<file path="config.mk">
export PLATFORM = sky130hd
export DESIGN_NAME = adc_pkt_rx
export DESIGN_NICKNAME = d
export VERILOG_FILES = /design/src/rtl/adc_pkt_rx_pkg.sv /design/src/rtl/adc_pkt_pat_chk.sv /design/src/rtl/adc_pkt_rx.sv
export SDC_FILE = /design/constraint.sdc
export NUM_CORES = 1
export LEC_CHECK = 0
export CORE_ASPECT_RATIO = 1.25
export CORE_MARGIN = 4
export CORE_UTILIZATION = 24
export CTS_CLUSTER_SIZE = 40
export DETAILED_ROUTE_END_ITERATION = 8
export GPL_TIMING_DRIVEN = 1
export PLACE_DENSITY = 0.52
export REMOVE_ABC_BUFFERS = 1
export SLEW_MARGIN = 20
export SYNTH_ARGS = -nofsm -noshare
export SYNTH_HDL_FRONTEND = slang
export SYNTH_HIERARCHICAL = 1
export SYNTH_SLANG_ARGS = --single-unit
</file>
<file path="constraint.sdc">
create_clock -name clk -period 7 [get_ports clk]
set_input_delay 1.05 -clock clk [delete_from_list [all_inputs] [get_ports clk]]
set_output_delay 1.05 -clock clk [all_outputs]
set_load 0.1 [all_outputs]
</file>
<file path="src/rtl/adc_pkt_rx_pkg.sv">
// Shared types and constants for the ADC packet receiver.
// Holds the FSM state encoding, the err_status bit positions and the
// mapping from the cfg_data_length code to a packet length in words.
package adc_pkt_rx_pkg;

  typedef enum logic [1:0] {
    ST_IDLE = 2'd0,
    ST_DATA = 2'd1,
    ST_GAP  = 2'd2,
    ST_DROP = 2'd3
  } state_e;

  // Longest packet; the word counter is sized to hold it.
  localparam int MAX_LEN = 1728;
  localparam int WCW     = $clog2(MAX_LEN + 1);

  // err_status bit positions
  localparam int ERR_SHORT = 0;
  localparam int ERR_LONG  = 1;
  localparam int ERR_GAP   = 2;
  localparam int ERR_PAT   = 3;

  // 0 -> 216, 1 -> 432, 2 -> 864, 3 -> 1728 words
  function automatic logic [WCW-1:0] pkt_len(input logic [1:0] sel);
    return WCW'(216) << sel;
  endfunction

endpackage

</file>
<file path="src/rtl/adc_pkt_pat_chk.sv">
// Per-packet incrementing-pattern checker: each word after SOP must be previous+1.
// Ports: clk_i/rst_i; en_i (self-test, latched at SOP); vld_i/sop_i/dat_i (accepted word);
//        first_mis_o (pulse on the first mismatch of a packet); err_o (packet has mismatched so far).
module adc_pkt_pat_chk #(
  parameter int DW = 18
) (
  input  logic          clk_i,
  input  logic          rst_i,
  input  logic          en_i,
  input  logic          vld_i,
  input  logic          sop_i,
  input  logic [DW-1:0] dat_i,
  output logic          first_mis_o,
  output logic          err_o
);

  logic [DW-1:0] prev_q, prev_d;
  logic          en_q, en_d;
  logic          err_q, err_d;
  logic          mis;

  // The SOP word only seeds the reference; it can never mismatch.
  assign mis         = vld_i & ~sop_i & en_q & (dat_i != (prev_q + DW'(1)));
  assign first_mis_o = mis & ~err_q;
  // err_q already includes the most recently accepted word, which is what the
  // top needs when it closes the packet one cycle after that word.
  assign err_o       = err_q;

  always_comb begin
    prev_d = prev_q;
    en_d   = en_q;
    err_d  = err_q;
    if (vld_i) begin
      prev_d = dat_i;
      if (sop_i) begin
        en_d  = en_i;
        err_d = 1'b0;
      end else begin
        err_d = err_q | mis;
      end
    end
  end

  always_ff @(posedge clk_i) begin
    if (rst_i) begin
      prev_q <= '0;
      en_q   <= 1'b0;
      err_q  <= 1'b0;
    end else begin
      prev_q <= prev_d;
      en_q   <= en_d;
      err_q  <= err_d;
    end
  end

endmodule

</file>
<file path="src/rtl/adc_pkt_rx.sv">
// ADC pad-stream receiver: frames valid bursts into SOP/EOP packets and checks length, gap and
// (with ADC_PKT_RX_PATTERN_CHK_EN defined) the incrementing self-test pattern.
// Ports: clk/rst; rx_en; adc_data/adc_data_valid (pad); cfg_* (length code, min idle, self-test);
//        err_clr/cnt_clr pulses; pkt_* stream out (2-cycle latency); pkt_cnt/err_cnt/err_status.
module adc_pkt_rx
  import adc_pkt_rx_pkg::*;
#(
  parameter int DW   = 18,
  parameter int CNTW = 16
) (
  input  logic            clk,
  input  logic            rst,
  input  logic            rx_en,
  input  logic [DW-1:0]   adc_data,
  input  logic            adc_data_valid,
  input  logic [1:0]      cfg_data_length,
  input  logic [7:0]      cfg_idle_length,
  input  logic            cfg_self_test,
  input  logic            err_clr,
  input  logic            cnt_clr,
  output logic [DW-1:0]   pkt_data,
  output logic            pkt_valid,
  output logic            pkt_sop,
  output logic            pkt_eop,
  output logic            pkt_err,
  output logic [CNTW-1:0] pkt_cnt,
  output logic [CNTW-1:0] err_cnt,
  output logic [3:0]      err_status
);

  state_e         state_q, state_d;
  logic [WCW-1:0] cnt_q, cnt_d;
  logic [WCW-1:0] len_q, len_d;
  logic [7:0]     gap_q, gap_d;
  logic           armed_q, armed_d;
  logic           gerr_q, gerr_d;

  // Stage 1 holds the word accepted last cycle until we know whether it ends the packet.
  logic [DW-1:0]  s1_dat_q;
  logic           s1_sop_q;

  logic [DW-1:0]   pkt_data_q;
  logic            pkt_valid_q, pkt_sop_q, pkt_eop_q, pkt_err_q;
  logic [CNTW-1:0] pkt_cnt_q, pkt_cnt_d, err_cnt_q, err_cnt_d;
  logic [3:0]      err_status_q, err_status_d;

  logic acc, sop, eop, long_err, short_err, gap_err;
  logic pat_first, pat_err, in_data, err_c;
  logic [3:0] set_bits;

  always_comb begin
    state_d   = state_q;
    cnt_d     = cnt_q;
    len_d     = len_q;
    gap_d     = gap_q;
    armed_d   = armed_q;
    gerr_d    = gerr_q;
    acc       = 1'b0;
    sop       = 1'b0;
    eop       = 1'b0;
    long_err  = 1'b0;
    short_err = 1'b0;
    gap_err   = 1'b0;
    unique case (state_q)
      ST_IDLE: begin
        if (rx_en) begin
          if (adc_data_valid) begin
            // Joined mid-burst: discard the rest of it quietly.
            state_d = ST_DROP;
          end else begin
            state_d = ST_GAP;
            armed_d = 1'b0;
            gap_d   = '0;
          end
        end
      end
      ST_GAP: begin
        if (!rx_en) begin
          state_d = ST_IDLE;
        end else if (adc_data_valid) begin
          acc     = 1'b1;
          sop     = 1'b1;
          gap_err = armed_q && (gap_q < cfg_idle_length);
          gerr_d  = gap_err;
          len_d   = pkt_len(cfg_data_length);
          cnt_d   = WCW'(1);
          state_d = ST_DATA;
        end else if (gap_q != 8'hFF) begin
          gap_d = gap_q + 8'd1;
        end
      end
      ST_DATA: begin
        if (cnt_q == len_q) begin
          // Nth word already taken; valid still high means the burst overran.
          eop      = 1'b1;
          long_err = adc_data_valid;
          state_d  = adc_data_valid ? ST_DROP : ST_GAP;
          armed_d  = 1'b1;
          gap_d    = 8'd1;
        end else if (adc_data_valid) begin
          acc   = 1'b1;
          cnt_d = cnt_q + WCW'(1);
        end else begin
          // This idle cycle is the first of the following gap.
          eop       = 1'b1;
          short_err = 1'b1;
          state_d   = ST_GAP;
          armed_d   = 1'b1;
          gap_d     = 8'd1;
        end
      end
      ST_DROP: begin
        if (!adc_data_valid) begin
          state_d = ST_GAP;
          armed_d = 1'b1;
          gap_d   = 8'd1;
        end
      end
      default: state_d = ST_IDLE;
    endcase
  end

`ifdef ADC_PKT_RX_PATTERN_CHK_EN
  adc_pkt_pat_chk #(.DW(DW)) u_pat_chk (
    .clk_i       (clk),
    .rst_i       (rst),
    .en_i        (cfg_self_test),
    .vld_i       (acc),
    .sop_i       (sop),
    .dat_i       (adc_data),
    .first_mis_o (pat_first),
    .err_o       (pat_err)
  );
`else
  logic unused_self_test;
  assign unused_self_test = cfg_self_test;
  assign pat_first        = 1'b0;
  assign pat_err          = 1'b0;
`endif

  assign in_data = (state_q == ST_DATA);
  assign err_c   = gerr_q | pat_err | long_err | short_err;

  always_comb begin
    set_bits            = '0;
    set_bits[ERR_SHORT] = short_err;
    set_bits[ERR_LONG]  = long_err;
    set_bits[ERR_GAP]   = gap_err;
    set_bits[ERR_PAT]   = pat_first;
    // A flag raised in the clearing cycle survives the clear.
    err_status_d = err_clr ? set_bits : (err_status_q | set_bits);

    pkt_cnt_d = pkt_cnt_q;
    err_cnt_d = err_cnt_q;
    if (cnt_clr) begin
      pkt_cnt_d = '0;
      err_cnt_d = '0;
    end else if (eop) begin
      if (!err_c && !(&pkt_cnt_q)) pkt_cnt_d = pkt_cnt_q + CNTW'(1);
      if (err_c && !(&err_cnt_q))  err_cnt_d = err_cnt_q + CNTW'(1);
    end
  end

  always_ff @(posedge clk) begin
    if (rst) begin
      state_q      <= ST_IDLE;
      cnt_q        <= '0;
      len_q        <= '0;
      gap_q        <= '0;
      armed_q      <= 1'b0;
      gerr_q       <= 1'b0;
      s1_dat_q     <= '0;
      s1_sop_q     <= 1'b0;
      pkt_data_q   <= '0;
      pkt_valid_q  <= 1'b0;
      pkt_sop_q    <= 1'b0;
      pkt_eop_q    <= 1'b0;
      pkt_err_q    <= 1'b0;
      pkt_cnt_q    <= '0;
      err_cnt_q    <= '0;
      err_status_q <= '0;
    end else begin
      state_q      <= state_d;
      cnt_q        <= cnt_d;
      len_q        <= len_d;
      gap_q        <= gap_d;
      armed_q      <= armed_d;
      gerr_q       <= gerr_d;
      if (acc) begin
        s1_dat_q <= adc_data;
        s1_sop_q <= sop;
      end
      pkt_data_q   <= s1_dat_q;
      pkt_valid_q  <= in_data;
      pkt_sop_q    <= in_data & s1_sop_q;
      pkt_eop_q    <= eop;
      pkt_err_q    <= eop & err_c;
      pkt_cnt_q    <= pkt_cnt_d;
      err_cnt_q    <= err_cnt_d;
      err_status_q <= err_status_d;
    end
  end

  assign pkt_data   = pkt_data_q;
  assign pkt_valid  = pkt_valid_q;
  assign pkt_sop    = pkt_sop_q;
  assign pkt_eop    = pkt_eop_q;
  assign pkt_err    = pkt_err_q;
  assign pkt_cnt    = pkt_cnt_q;
  assign err_cnt    = err_cnt_q;
  assign err_status = err_status_q;

endmodule

</file>
Word level (Yosys, flattened, before mapping)
Index checks and enable logic that the tools add are counted. W data, S select, Z words.

Add/subtract/negate cells: 4. $lt $le $gt $ge: 1. Equality and inequality tests: 14. Shift operators: 1. Multiplexer cells: 41. Bitwise operators: 5. Reductions and logical operators: 20.

Operators by type and width (count): $mux W8 (7); $mux W11 (4); $add A16 B1 Y16 const B (2); $pmux W8 S4 (1); $reduce_and A16 Y1 (2); $pmux W11 S2 (1); $mux W1 (19); $ne A2 B2 Y1 const B (8); $add A11 B1 Y11 const B (1); $eq A11 B11 Y1 (1); $shl A8 B2 Y11 const A (1); $mux W2 (5); $reduce_and A5 Y1 (2); $add A8 B1 Y8 const B (1); $lt A8 B8 Y1 (1); $ne A8 B8 Y1 const B (1); $pmux W2 S4 (1); $reduce_and A2 Y1 (3); $reduce_and A3 Y1 (2); $eq A2 B2 Y1 const B (2); $or A4 B3 Y4 (1); $reduce_or A2 Y1 (2); $logic_and A1 B1 Y1 (3); $logic_not A1 Y1 (3); other kinds (10) (12).

Register bits: 111. Output and inout port bits: 58. Logic and storage cells: 103.

Depth between registers and ports, before layout
Depth in word-level cells: 8. Gate-level depth with buffers: 11. Gate-level depth less buffers: 8.

Worst setup path after synthesis
OpenSTA, ideal clock, no wires.

Path kind: flip-flop to flip-flop. Start point: register pkt_cnt_q[0] (netlist: pkt_cnt[0]). End point: register pkt_cnt_q[12] (netlist: pkt_cnt[12]). Arrival: 2.540 ns. Data required time: 6.930 ns. Slack: 4.389 ns. Stages on the path, launching flop included: 10. Buffers on the path: 2. Cells stage by stage: dfxtp_1 ha_1 nand2_1 nor2_1 and3_1 clkbuf_1 or3_4 buf_6 o21ai_0 a21oi_1.

Word-level cells in the longest chain between the ends: 4. Elaborated cells on any way between the ends: 5.

Ends and longest elaborated chain: from (decl) (line adc_pkt_rx.sv:44) `logic [CNTW-1:0] pkt_cnt_q, pkt_cnt_d, err_cnt_q, err_cnt_d;`; from (signal assigned) (line adc_pkt_rx.sv:198) `pkt_cnt_q <= pkt_cnt_d;`; branches (longest 4 deep; another with $add A16 B1 Y16).

Parallel ways; which one is timed is not known. A chain may end at the register's enable or synchronous reset.

Final worst setup path
Start point: input adc_data_valid. End point: register cnt_q[9].

Word-level cells in the longest chain between the ends: 2. Elaborated cells on any way between the ends: 3.

Ends and longest elaborated chain: from (decl) (line adc_pkt_rx.sv:15) `input logic adc_data_valid,`; $ne A2 B2 Y1 (no source line); $reduce_and A5 Y1 (no source line) *; to (signal assigned) (line adc_pkt_rx.sv:184) `cnt_q <= cnt_d;`; to (decl) (line adc_pkt_rx.sv:32) `logic [WCW-1:0] cnt_q, cnt_d;`.

Mark *: on every way between the ends. The rest lies on a longest branch, timed or not.

==> results by group <==
Outcome
  • Outcome: finished clean

Clock tree
  • CTS resizes: 0
  • CTS Root Cell: clkbuf_16
  • H-tree depth: 3
  • Clk pin slew, worst setup/hold paths: 70 ps
  • Post-CTS Setup Inserts: 0
  • TritonCTS buffer count: 9
  • Hold buffers post-CTS: 0
  • CTS tree: built
  • Num Clock Sinks: 106
  • Worst skew pair latency: 350 ps
  • Maximum clock insertion buffer count: 2

Timing
  • Fin Clk Skew: 12.13 ps
  • RSZ-0062 raised after global routing: no
  • Period utilization: 0.4549
  • Total Neg Setup Slack: 0 ps
  • Slew HR: 0.3155
  • Slew Limit Fails: 0
  • Min cycle time layout: 3184 ps
  • Max Fclk: 314.0 MHz
  • Count of final hold-check violations: 0
  • Slew @ Worst Pin: 1024 ps
  • Setup violators final: 0

Synth
  • Sequential-to-total area share from yosys stat: 0.4363
  • Area leader, netlist: dfxtp_1
  • Async set-reset flop share out of synthesis: 0
  • Avg Synthesized Cell Area: 8.669 um^2
  • Number of flops mapped to enable cells by yosys: 0
  • Top FF cell, synth: dfxtp_1
  • Unique masters post-synth: 54
  • FF+latch count, synth: 106
  • YS warnings: 6
  • Synthesized area: 4863 um^2
  • Cells after synthesis: 561
  • Synth area leaders: dfxtp_1 44%, ha_1 5.1%, mux2i_1 4.7%
  • Share of the synthesized area in the top cell type: 0.4363

Layout
  • Multi-input logic area: 2537 um^2
  • P&R area growth vs syn: 29.23%
  • Fill cells: 2126
  • N_diodes: 0
  • Fraction of layout cells with a size suffix above 1: 0.05452
  • Leading cell type in the layout, fill and taps excluded: dfxtp_1
  • Area taken by flip-flops and latches: 2122 um^2
  • Most frequent cells in the layout: 106 x dfxtp_1, 89 x clkdlybuf4s50_1, 61 x nor2_1
  • Fin nets: 692

Placement
  • Hpwl dp: 8.862 mm
  • Gpl congestion: 0.7474
  • PortBufs: 90

Hold path
  • Worst hold path depth: 2
  • Hold Crit Class: reg2reg

Power
  • Pwr dens: 254.3 nW/um^2
  • Total power: 1.598 mW
  • VDD IR max: 0.1278 mV
  • Leak: 2.253 nW

Global route
  • GRT overflow: 0
  • Initial antenna violation count: 0
  • First-pass GRT wire length: 20.02 mm
  • Gr usage total: 0.1088
  • Largest net degree at the start of global routing: 42
  • Vias in the first global route: 4040

Drt
  • Vias: 4068
  • Post-route DRC: 0
  • Initial drt markers: 149
  • Routed len/inst: 13.29 um
  • Vias/cell: 4.485
  • Router iterations before antenna repair: 4
  • ANT nets after route: 0
  • Final WL: 12.06 mm

Setup path
  • Critical path launch point type: primary input
  • CP Capture Type: flop
  • CP Data Arrival Time: 3390 ps
  • Worst Path Required: 7210 ps
  • Setup CP Type: in2reg
  • Reg2Reg Depth: 7
  • Crit path max fanout: 12
  • R2r setup slk: 4330 ps

Floorplanning
  • Site Rows: 57
  • Ports: 93
  • DIE HEIGHT: 167.2 um
  • Initial Util: 0.2471
  • Die area: 22620 um^2
  • Core ar.: 19680 um^2
  • Die W: 135.3 um

Run
  • Max Cap Viol: 0
## state kept, by name, summed over array words and instances (netlist names)
signal and cells:
pkt_eop 1, gap_q 8, armed_q 1, s1_sop_q 1, state_q 2, s1_dat_q 18, pkt_valid 1, err_cnt 16
pkt_err 1, pkt_cnt 16, err_status 3, len_q 7, pkt_sop 1, gerr_q 1, pkt_data 18, cnt_q 11
## area by class of cell
cell class,count,area share
Timing Repair Buffer,92,0.1449
Clock buffer,9,0.03584
Tap cell,265,0.05276
Sequential cell,106,0.3376
Inverter,22,0.01314
Multi-Input combinational cell,406,0.4037
Clock inverter,7,0.01195
## kinds of logic after synthesis
family / synth area share
AOI/OAI and AO/OA: 0.1276
xor gates and xnor gates: 0.03962
adders and majority gates: 0.05145
buffers and inverters: 0.04271
DFF: 0.4363
muxes: 0.04734
other: 0.0007711
and+or+nand+nor: 0.2542
## critical path, stage by stage
cell and delay (ps):
clkdlybuf4s50_1 790, inv_1 230, nor2_1 570, nor2_1 140, nor2_1 510, nor2_1 110
## power breakdown
part	total, mW	switching, mW	internal, mW
Sequential	0.656	0.0213	0.635
Clock	0.520	0.239	0.281
Combinational	0.421	0.283	0.138
## cells in the mapped netlist, types with 2 or more instances
cell type  count
or3_1         18
o21a_1         3
xnor2_1       13
a311oi_1       3
mux2i_1       23
nand3_1       22
nor3_1         8
a21oi_1       31
a31oi_1        5
buf_6          2
nand2_1       56
nor4_1        12
dfxtp_1      106
a21o_1         5
xor2_1         9
o41ai_1        3
nor2_1        61
and4_1         3
nor2b_1       22
nand4_1       11
buf_2          4
inv_1         22
clkbuf_1      20
a31o_2         4
and3_1         9
nor4_2         2
ha_1          20
o31ai_1        2
and2_1         3
o21ai_0       24
or2_2          3
a211oi_1       4
nand2b_1       7
## per-layer routing
metal / global-route usage / routed length, um / vias up
met2: 0.1733 / 5421 / 80
met1: 0.1325 / 5467 / 1858
li1: - / - / 2121
met4: 0.03902 / 170 / 0
met5: 0 / 0 / -
met3: 0.04382 / 998 / 9
## through the flow
step,utilization,std cells,area [um^2],setup WS (ps),hold WS (ps)
after global routing,0.3193,907,6285,3563,472.9
after global placement,0.3040,891,5984,3361,435.7
after floorplan,-,534,4738,4092,417.9
after CTS,0.3193,907,6285,3756,456.8
final,0.3193,907,6285,3816,452.9
after detailed placement,0.3040,891,5984,3375,439.6
## worst paths after layout
kind / from / to
setup / recovery: adc_data_valid / cnt_q[9]$_SDFFE_PP0P_
hold / removal: gerr_q$_SDFFE_PP0P_ / gerr_q$_SDFFE_PP0P_
setup reg to reg: state_q[0]$_SDFFE_PP0P_ / cnt_q[9]$_SDFFE_PP0P_
hold reg to reg: gerr_q$_SDFFE_PP0P_ / gerr_q$_SDFFE_PP0P_
Note: power is estimated with default switching activity, not from simulation.
